### src/rtl/ah_wrr_arbiter.sv
// ah_wrr_arbiter: weighted round-robin arbiter with per-requester credit
// counters, a plain round-robin mode, forced credit reload and an encoded
// grant index. One registered one-hot grant per cycle.
//
// Request/grant protocol: a requester raises req[i] and holds it until it
// sees grant[i] high. grant is the registered result of the req sampled at
// the previous rising edge. Dropping req before the grant forfeits the slot,
// and nothing records that it was dropped.
module ah_wrr_arbiter #(
  parameter int N   = 8,
  parameter int WW  = 8,
  parameter int IDW = $clog2(N)
) (
  input  logic            clk,
  input  logic            rstn,
  input  logic [N-1:0]    req,
  input  logic [N*WW-1:0] cfg_weight,
  input  logic            wrr_en,
  input  logic            cfg_reload,
  output logic [N-1:0]    grant,
  output logic            grant_vld,
  output logic [IDW-1:0]  grant_id,
  output logic            refresh
);

  logic [WW-1:0]  credit   [N];
  logic [WW-1:0]  credit_n [N];
  logic [WW-1:0]  w_eff    [N];
  logic [WW-1:0]  base     [N];
  logic [IDW-1:0] ptr, ptr_n;
  logic           pend_reload, pend_n;
  logic [N-1:0]   elig_cur, elig;
  logic           do_refresh;
  logic           found;
  logic [IDW-1:0] win;
  logic [N-1:0]   win_oh;
  logic           win_last;

  // Effective weights (0 counts as 1), current eligibility, and the credit
  // values the arbitration works from (reloaded ones on a refresh).
  always_comb begin
    for (int i = 0; i < N; i++) begin
      w_eff[i]    = (cfg_weight[i*WW +: WW] == '0) ? WW'(1) : cfg_weight[i*WW +: WW];
      elig_cur[i] = req[i] && (credit[i] != '0);
    end
    do_refresh = wrr_en && (req != '0) && ((elig_cur == '0) || pend_reload);
    for (int i = 0; i < N; i++) begin
      base[i] = do_refresh ? w_eff[i] : credit[i];
    end
    if (!wrr_en || do_refresh) elig = req;
    else                       elig = elig_cur;
  end

  // Rotating priority scan: first eligible index starting at ptr.
  always_comb begin
    int idx;
    found  = 1'b0;
    win    = '0;
    win_oh = '0;
    idx    = 0;
    for (int k = 0; k < N; k++) begin
      idx = int'(ptr) + k;
      if (idx >= N) idx = idx - N;
      if (!found && elig[IDW'(idx)]) begin
        found = 1'b1;
        win   = IDW'(idx);
      end
    end
    if (found) win_oh[win] = 1'b1;
  end

  // Next credit, pointer and pending-reload state.
  always_comb begin
    win_last = (base[win] == WW'(1));
    for (int i = 0; i < N; i++) begin
      credit_n[i] = credit[i];
      if (wrr_en && found) begin
        credit_n[i] = win_oh[i] ? (base[i] - WW'(1)) : base[i];
      end
    end
    ptr_n = ptr;
    if (found) begin
      if (wrr_en && !win_last)  ptr_n = win;
      else if (win == IDW'(N-1)) ptr_n = '0;
      else                       ptr_n = win + IDW'(1);
    end
    pend_n = do_refresh ? 1'b0 : (pend_reload | cfg_reload);
  end

  // State and registered outputs.
  always_ff @(posedge clk) begin
    if (!rstn) begin
      ptr         <= '0;
      pend_reload <= 1'b0;
      for (int i = 0; i < N; i++) credit[i] <= '0;
      grant       <= '0;
      grant_vld   <= 1'b0;
      grant_id    <= '0;
      refresh     <= 1'b0;
    end else begin
      ptr         <= ptr_n;
      pend_reload <= pend_n;
      for (int i = 0; i < N; i++) credit[i] <= credit_n[i];
      grant       <= win_oh;
      grant_vld   <= found;
      grant_id    <= found ? win : '0;
      refresh     <= do_refresh;
    end
  end

endmodule

### config.mk
export PLATFORM = sky130hd
export DESIGN_NAME = ah_wrr_arbiter
export DESIGN_NICKNAME = d
export VERILOG_FILES = /design/src/rtl/ah_wrr_arbiter.sv
export SDC_FILE = /design/constraint.sdc
export NUM_CORES = 1
export LEC_CHECK = 0
export ABC_AREA = 1
export ABC_CLOCK_PERIOD_IN_PS = 9400
export CORE_ASPECT_RATIO = 1.1
export CORE_MARGIN = 4
export CORE_UTILIZATION = 35
export CTS_CLUSTER_SIZE = 40
export DETAILED_ROUTE_END_ITERATION = 6
export GPL_ROUTABILITY_DRIVEN = 0
export SYNTH_ARGS = -nofsm -noshare
export SYNTH_HDL_FRONTEND = slang
export SYNTH_SLANG_ARGS = --single-unit
### constraint.sdc
create_clock -name clk -period 9.4 [get_ports clk]
set_clock_uncertainty 0.05 [all_clocks]
set_input_delay 1.41 -clock clk [delete_from_list [all_inputs] [get_ports clk]]
set_output_delay 1.41 -clock clk [all_outputs]
set_load 0.03 [all_outputs]
Word level (Yosys, flattened, before mapping)
Memory sizes are Yosys's and may differ from the RTL's.
Cells that the tools add are included.
{"block": "word_totals", "mem_count": 1, "regBits": 17, "out_inout_bits": 13, "input_bits": 76, "mem_bits_rw": 64, "word_cells": 213}
{"block": "classes", "add_sub_neg": 24, "n_reduce_logical": 51, "eq_ne": 2, "n_mux": 99, "n_lt_le_gt_ge": 19, "n_bitwise": 11}
{"memory": "credit", "words": 8, "word_bits": 8, "read_ports": 8, "rd_clocked_by_memory_dff": 0, "write_ports": 8, "line": "26", "text": "logic [WW-1:0] credit [N];"}
{"cell": "$mux 8", "count": 44}
{"cell": "$logic_not 8->1", "count": 9}
{"cell": "$reduce_bool 8->1", "count": 9}
{"cell": "$sub 8x1->8 const B", "count": 8}
{"cell": "$mux 3", "count": 18}
{"cell": "$lt 3x5->1 const B", "count": 8}
{"cell": "$ge 4x4->1 const B", "count": 8}
{"cell": "$mux 1", "count": 27}
{"cell": "$bmux 1 s3", "count": 8}
{"cell": "$bmux 8 s3", "count": 1}
{"cell": "$sub 3x1->3 const B", "count": 8}
{"cell": "$logic_and 1x1->1", "count": 20}
{"cell": "$add 3x3->4 const B", "count": 4}
{"cell": "$logic_not 1->1", "count": 9}
{"cell": "$or 1x1->1", "count": 9}
{"cell": "$add 3x2->4 const B", "count": 2}
{"cell": "$eq 8x1->1 const B", "count": 1}
{"cell": "$add 3x1->4 const B", "count": 1}
{"cell": "$ge 3x4->1 const B", "count": 1}
{"cell": "$lt 3x4->1 const B", "count": 1}
{"cell": "$not 3->4", "count": 1}
{"cell": "$add 3x1->3 const B", "count": 1}
{"cell": "$demux 1 s3", "count": 1}
{"cell": "$eq 3x3->1 const B", "count": 1}
{"cell": "other kinds (5)", "count": 6}

Logic depth before layout (Yosys ltp)
{"block": "depth", "depth_word": 40, "depth_mapped": 35, "mapped_depth_nobuf": 33}

Worst setup path after synthesis
Ideal clock, no wire load.
{"block": "synth_path", "kind": "input port to flip-flop", "from": "input port req[1]", "to": "memory credit[1][5] (netlist: credit[0][13])", "arrival_time_ns": 4.249, "n_path_buf": 1, "required_time_ns": 9.237, "path_stages": 26, "setup_time_ns": 0.113, "path_slack_ns": 4.988, "cell_sequence": "nor3_1 -> nand2_4 -> inv_2 -> nor2_2 -> nand2_4 -> nand2_4 -> buf_6 -> nand2_1 -> nand3_1 -> nand3_1 -> nand3_1 -> nand2_1 -> nand4_4 -> nor2_4 -> nand4_4 -> nor2_4 -> inv_2 -> o21ai_4 -> nand2_1 -> nor2_4 -> nand2_1 -> nor2_1 -> nand2_1 -> xor2_1 -> o21ai_1 -> inv_1"}
{"item": "start: declaration", "line": "16", "text": "input logic [N-1:0] req,"}
{"item": "end: declaration", "line": "26"}

==> results.toml <==
[outcome]
status = "complete, no violations"

[floorplanning]
fp.dieW_um = 140.2
rows = 52
dieArea_um2 = 21510
start_util_pct = 36.04
dieHeight_um = 153.4
core_area_um2 = 18670
ios = 89

[global_route]
grt-ovfl-total = 0
track_usage_pct = 18.62
grt_max_degree = 82
antenna_found_initial = 0
grt_pass1_wl_mm = 33.02
grt_pass1_vias = 6603

[power_and_ir_drop]
power.leakage_nw = 4.048
p_per_area_nw_per_um2 = 304.3
report.power.total_mw = 2.471
peakVddDrop_mv = 0.2498

[logic_synthesis]
syn_area_um2 = 6730
yosys-top-cells-count = "201 x nand2_1, 156 x inv_1, 126 x nand3_1, 94 x o21ai_0, 86 x nor2_1"
synth.area.mux_share_pct = 1.190
synth-compound-area-share_pct = 17.79
yosys.area_share.simple_pct = 36.51
synth_top_family_by_area = "simple AND/OR/NAND/NOR gates"
synth_seq_area_share_pct = 24.09
ys_ff_latch = 81
yosysMostFrequentCell = "nand2_1"
ys_async_sr_fraction_pct = 0
synth_top_area_share_pct = 24.09
synth_xor_area_share_pct = 5.726
synth_area_leaders = "dfxtp_1 24%, nand2_1 11%, nand3_1 9.4%, inv_1 8.7%, o21ai_0 7.0%"
synth_edf_count = 0
syn_nets = 1170
synth_area_leader_cell = "dfxtp_1"
synth_cell_type_count = 47
ys_warn_count = 0
synthAdderAreaFrac_pct = 2.231
syn_inst = 1082
synth-main-ff-cell = "dfxtp_1"
synth.avg_cell_area_um2 = 6.220

[clock_tree]
cts_tree = "built"
clk_latency_ns = 0.35
cts_max_level = 3
root_buffer = "clkbuf_16"
cts_hold_buffers = 0
cts_made_buffers = 9
clk_pin_slew_worst_paths_ns = 0.06
post_cts_buffers = 0
clockBufferDepth = 2
clock_sinks = 81
cts_resized = 0

[sta]
slew-limit-headroom_pct = 41.55
min_period_ns = 5.637
finalCritPeriodShare_pct = 59.97
hold_viol = 0
setup_viol = 0
drv_slew = 0
max_freq_mhz = 177.4
fin_tns_setup_ns = 0
worst_slew_pin_slew_ns = 0.8755
rsz0062_at_grt = "false"

[cells_and_area]
drive_gt1_share_pct = 8.624
antenna_cells = 0
fin_nets = 1231
area_growth_pct = 20.67

[worst_hold_path]
hp-class = "flip-flop to flip-flop"

[worst_setup_path]
worstPathRequired_ns = 9.59
path_class = "flip-flop to flip-flop"
cp_data_arrival_time_ns = 5.83
crit_fanout = 24
end_kind = "flip-flop"
start_kind = "flip-flop"

[route]
num_vias = 7016
drtIter0Drc = 440
avgViaCountPerCell = 5.044
wire_per_inst_um = 14.38
drc = 0
drtPass1Iterations = 6
wl_mm = 20.01
ant_nets = 0

[placement]
port_buffers = 88
hpwl_mm = 15.26

[flow_run]
drv_cap = 0
-- worst max-delay path, cell delays in order, from the launching register on --
cell and delay [ns]:
dfxtp_1 0.89, clkinv_1 0.79, ha_1 0.79, clkinv_1 0.43, nand3_1 0.25, nand3_1 0.10, nand2_1 0.18, nand4_4 0.15
nor2_4 0.18, nand4_4 0.14, nand3_4 0.17, nand2_4 0.26, inv_2 0.24, nand2_1 0.19, nor2_1 0.24, nand3_1 0.12
xor2_1 0.15, o21ai_1 0.13, inv_1 0.05
-- where the power goes --
| group | switching (mW) | leakage, nW | internal (mW) | total [mW] |
|---|---|---|---|---|
| combinational | 1.07 | 3.21 | 0.517 | 1.59 |
| clock | 0.150 | 0.166 | 0.267 | 0.417 |
| sequential | 0.0561 | 0.670 | 0.411 | 0.467 |
-- cells in the final DEF, fill, tap and decap left out, types with 4 or more instances in the layout --
| master | n |
|---|---|
| a21oi_1 | 55 |
| buf_4 | 6 |
| clkbuf_16 | 9 |
| clkdlybuf4s50_1 | 88 |
| dfxtp_1 | 81 |
| ha_1 | 12 |
| inv_1 | 155 |
| inv_2 | 15 |
| mux2i_1 | 8 |
| nand2_1 | 201 |
| nand2_2 | 9 |
| nand2_4 | 6 |
| nand3_1 | 126 |
| nand3_2 | 7 |
| nand4_1 | 12 |
| nor2_1 | 86 |
| nor2_2 | 9 |
| nor2_4 | 9 |
| nor3_1 | 11 |
| nor3_2 | 4 |
| nor4_1 | 10 |
| o211ai_1 | 20 |
| o21ai_0 | 94 |
| o21ai_1 | 25 |
| o21ai_2 | 5 |
| o221ai_1 | 5 |
| or2_2 | 6 |
| xnor2_1 | 8 |
| xor2_1 | 36 |
-- area by class of cell --
type                       count  area, µm²
clock buffer                  11      242.7
clock inverter                 5      102.6
inverter                     173      649.4
sequential                    81       1622
fill                        1994      10550
timing repair buffer          94      925.9
tap                          243      304.0
multi-input combinational    784       4275
-- logic make-up (layout without fill, tap and decap cells) --
logic type,count (synthesis),after routing
DFF,81,81
AOI/OAI and AO/OA,213,213
buffers and inverters,217,283
xor gates and xnor gates,44,44
muxes,8,8
adders and majority gates,12,12
and+or+nand+nor,507,507
-- flip-flops by register name, summed over array words and instances, names as in the netlist --
register / count
credit: 64
grant: 8
grant_id: 3
ptr: 3
grant_vld: 1
pend_reload: 1
refresh: 1
-- routing by layer --
metal	up-vias	global-route usage [%]	share of wire, %
met5	-	0	0
met2	192	30.89	46
met4	0	5.999	2.4
met3	39	2.438	5.2
met1	3119	24.99	46
li1	3666	-	-
-- through the flow --
step	instance area [µm²]	hold WS [ns]	cells	worst slack (ns)	utilization [%]
after detailed placement	7776	0.4586	1375	3.646	41.64
after global placement	7776	0.4525	1375	3.672	41.64
final	8122	0.4737	1391	3.763	43.49
after floorplan	6730	0.4327	1082	4.988	-
after global routing	8122	0.5116	1391	3.321	43.49
after CTS	8122	0.4781	1391	3.882	43.49
-- path summary, 6_finish.rpt --
check | slack [ns] | cells past startpoint | to | startpoint
max reg2reg | 3.76 | 18 | credit[0][30] | ptr[0]
min reg2reg | 0.47 | 2 | credit[1][8] | credit[1][8]
min | 0.47 | 2 | credit[1][8] | credit[1][8]
max | 3.76 | 18 | credit[0][30] | ptr[0]
Power figures use the tool's default switching activity.
==> RTL edit (same settings) <==
Make the reset (`rstn`) asynchronous in one clocked block.
--- a/src/rtl/ah_wrr_arbiter.sv
+++ b/src/rtl/ah_wrr_arbiter.sv
@@ -88,7 +88,7 @@
   end
 
   // State and registered outputs.
-  always_ff @(posedge clk) begin
+  always_ff @(posedge clk or negedge rstn) begin
     if (!rstn) begin
       ptr         <= '0;
       pend_reload <= 1'b0;
Check against the original RTL: differs if rstn is asserted again (counterexample within 4 cycles, from zero or initial values and one cycle with rstn low); with rstn held inactive, the same outputs for 4 cycles.
==> RTL edit against the unedited design <==
  * Combinational power is 26% higher
  * Largest power group unchanged
  * Critical path type is now in2reg
  * Highest routed layer unchanged
  * Count of clock-buffer cells in the layout is 1 higher
  * Routed wire length is 4.1% lower
  * Worst setup slack worse by 250 ps
  * Area after synthesis is 1.5% higher
  * Largest cell class unchanged
  * Sequential cell count stayed put
  * Design area is 0.96% higher
  * First-iteration DRC count is 4.5% lower
  * Fmax is 4.2% lower
  * Hold slack worse by 1.3 ps
  * Power is 20% higher
==> RTL edit: results (changes against the unedited design) <==
- Largest net degree at the start of global routing: 125 (+52%)
- Final clock-cell share: 4.04% (-0.21 points)
- Top_reg_cell synth: dfrtp_1
- Xor/xnor cell area share of the yosys netlist: 6.28% (+0.56 points)
- Clk power: 0.402 mW (-4%)
- Crit. Startpoint: wrr_en
- Worst-margin pin slew: 1150 ps (+278 ps)
- Drt first pass iters: 4 (-2)
- Setup crit end: credit[63]$_DFFE_PN0P_
- Layout cells sized above 1: 9.10% (+0.48 points)
- Distinct cells, synth: 42 (-11%)
- Reg2Reg Depth: 19 (+1)
- Mux cell area share after synthesis: 0.440% (-0.75 points)
- Wire per inst: 14.3 µm (-0.88%)
- Reg2reg setup slack: 4400 ps (+640 ps)
- Layout clock buffers: 12 (+1)
- Ranking of synthesized cells by area: dfrtp_1, nand2_1, nand3_1, o21ai_0, inv_1
- Via count: 6738 (-4.0%)
- Total GRT Usage: 17.8% (-0.78 points)
- Multi-input gates: 789 (+0.64%)
- Vias in the first global route: 6613 (+0.15%)
- NonClk Buf Share: 11.0% (-0.41 points)
- Initial DRC Count: 420 (-4.5%)
- Placed instance area: 7870 µm² (+1.2%)
- Crit path DAT: 6020 ps (+190 ps)
- Seq. pwr: 0.561 mW (+20%)
- Clock power share: 13.5% (-3.4 points)
- Detailed Place HPWL: 14.5 mm (-5.1%)
- Filler cells: 2011 (+0.85%)
- RR Startpoint: ptr[0]$_DFFE_PN0P_
- Slowest cell on crit path: clkdlybuf4s50_1
- Synth warn: 0 (unchanged)
- Nonclk buf count: 91 (-3.2%)
- Share of flip-flops with an asynchronous set or reset: 100% (+100 points)
- Inverter count: 122 (-29%)
- Grt met2 use: 29.3% (-1.6 points)
- Sw Ratio: 54.2% (+2.6 points)
- Critical-path maximum fanout: 67 (+180%)
- Sequential-to-total area share from yosys stat: 29.7% (+5.6 points)
- CTS buffer count: 9 (unchanged)
- Highest Signal Layer: met4
- Status: finished clean
- Pleak: 3.80 nW (-6.0%)
- Synth Instances: 1030 (-4.8%)
- Syn nets: 1117 (-4.5%)
- Met3 Resource Use GR: 3.09% (+0.65 points)
- Met1 GRT Util: 23.5% (-1.5 points)
- Top cells by count, synth: nand2_1, inv_1, nand3_1
- Final Net Count: 1181 (-4.1%)
- VDD IR-drop max: 249 µV (-0.19%)
- Multi-input logic area: 4170 µm² (-2.4%)
- Met3 WL: 960 µm (-7.7%)
- DRT met1 WL: 8.70 mm (-6.0%)
RTL edit: through the flow:
stage	hold WS (ps)	setup WS, ps	utilization [%]
floorplan	421	5180	-
global placement	445	3270	41.1
detailed placement	458	3180	41.1
CTS	474	3520	42.8
global route	502	3030	42.8
finish	472	3520	42.8
RTL edit: worst min-delay path by stage:
| stage | to | slack, ps | depth (start not counted) | startpoint |
|---|---|---|---|---|
| final | credit[7]$_DFFE_PN0P_ | 470 | 2 | credit[7]$_DFFE_PN0P_ |
| after global routing | pend_reload$_DFF_PN0_ | 500 | 2 | pend_reload$_DFF_PN0_ |
| after CTS | pend_reload$_DFF_PN0_ | 470 | 2 | pend_reload$_DFF_PN0_ |
| after detailed placement | pend_reload$_DFF_PN0_ | 460 | 2 | pend_reload$_DFF_PN0_ |
| after global placement | pend_reload$_DFF_PN0_ | 440 | 2 | pend_reload$_DFF_PN0_ |
| after floorplan | credit[31]$_DFFE_PN0P_ | 420 | 2 | credit[31]$_DFFE_PN0P_ |
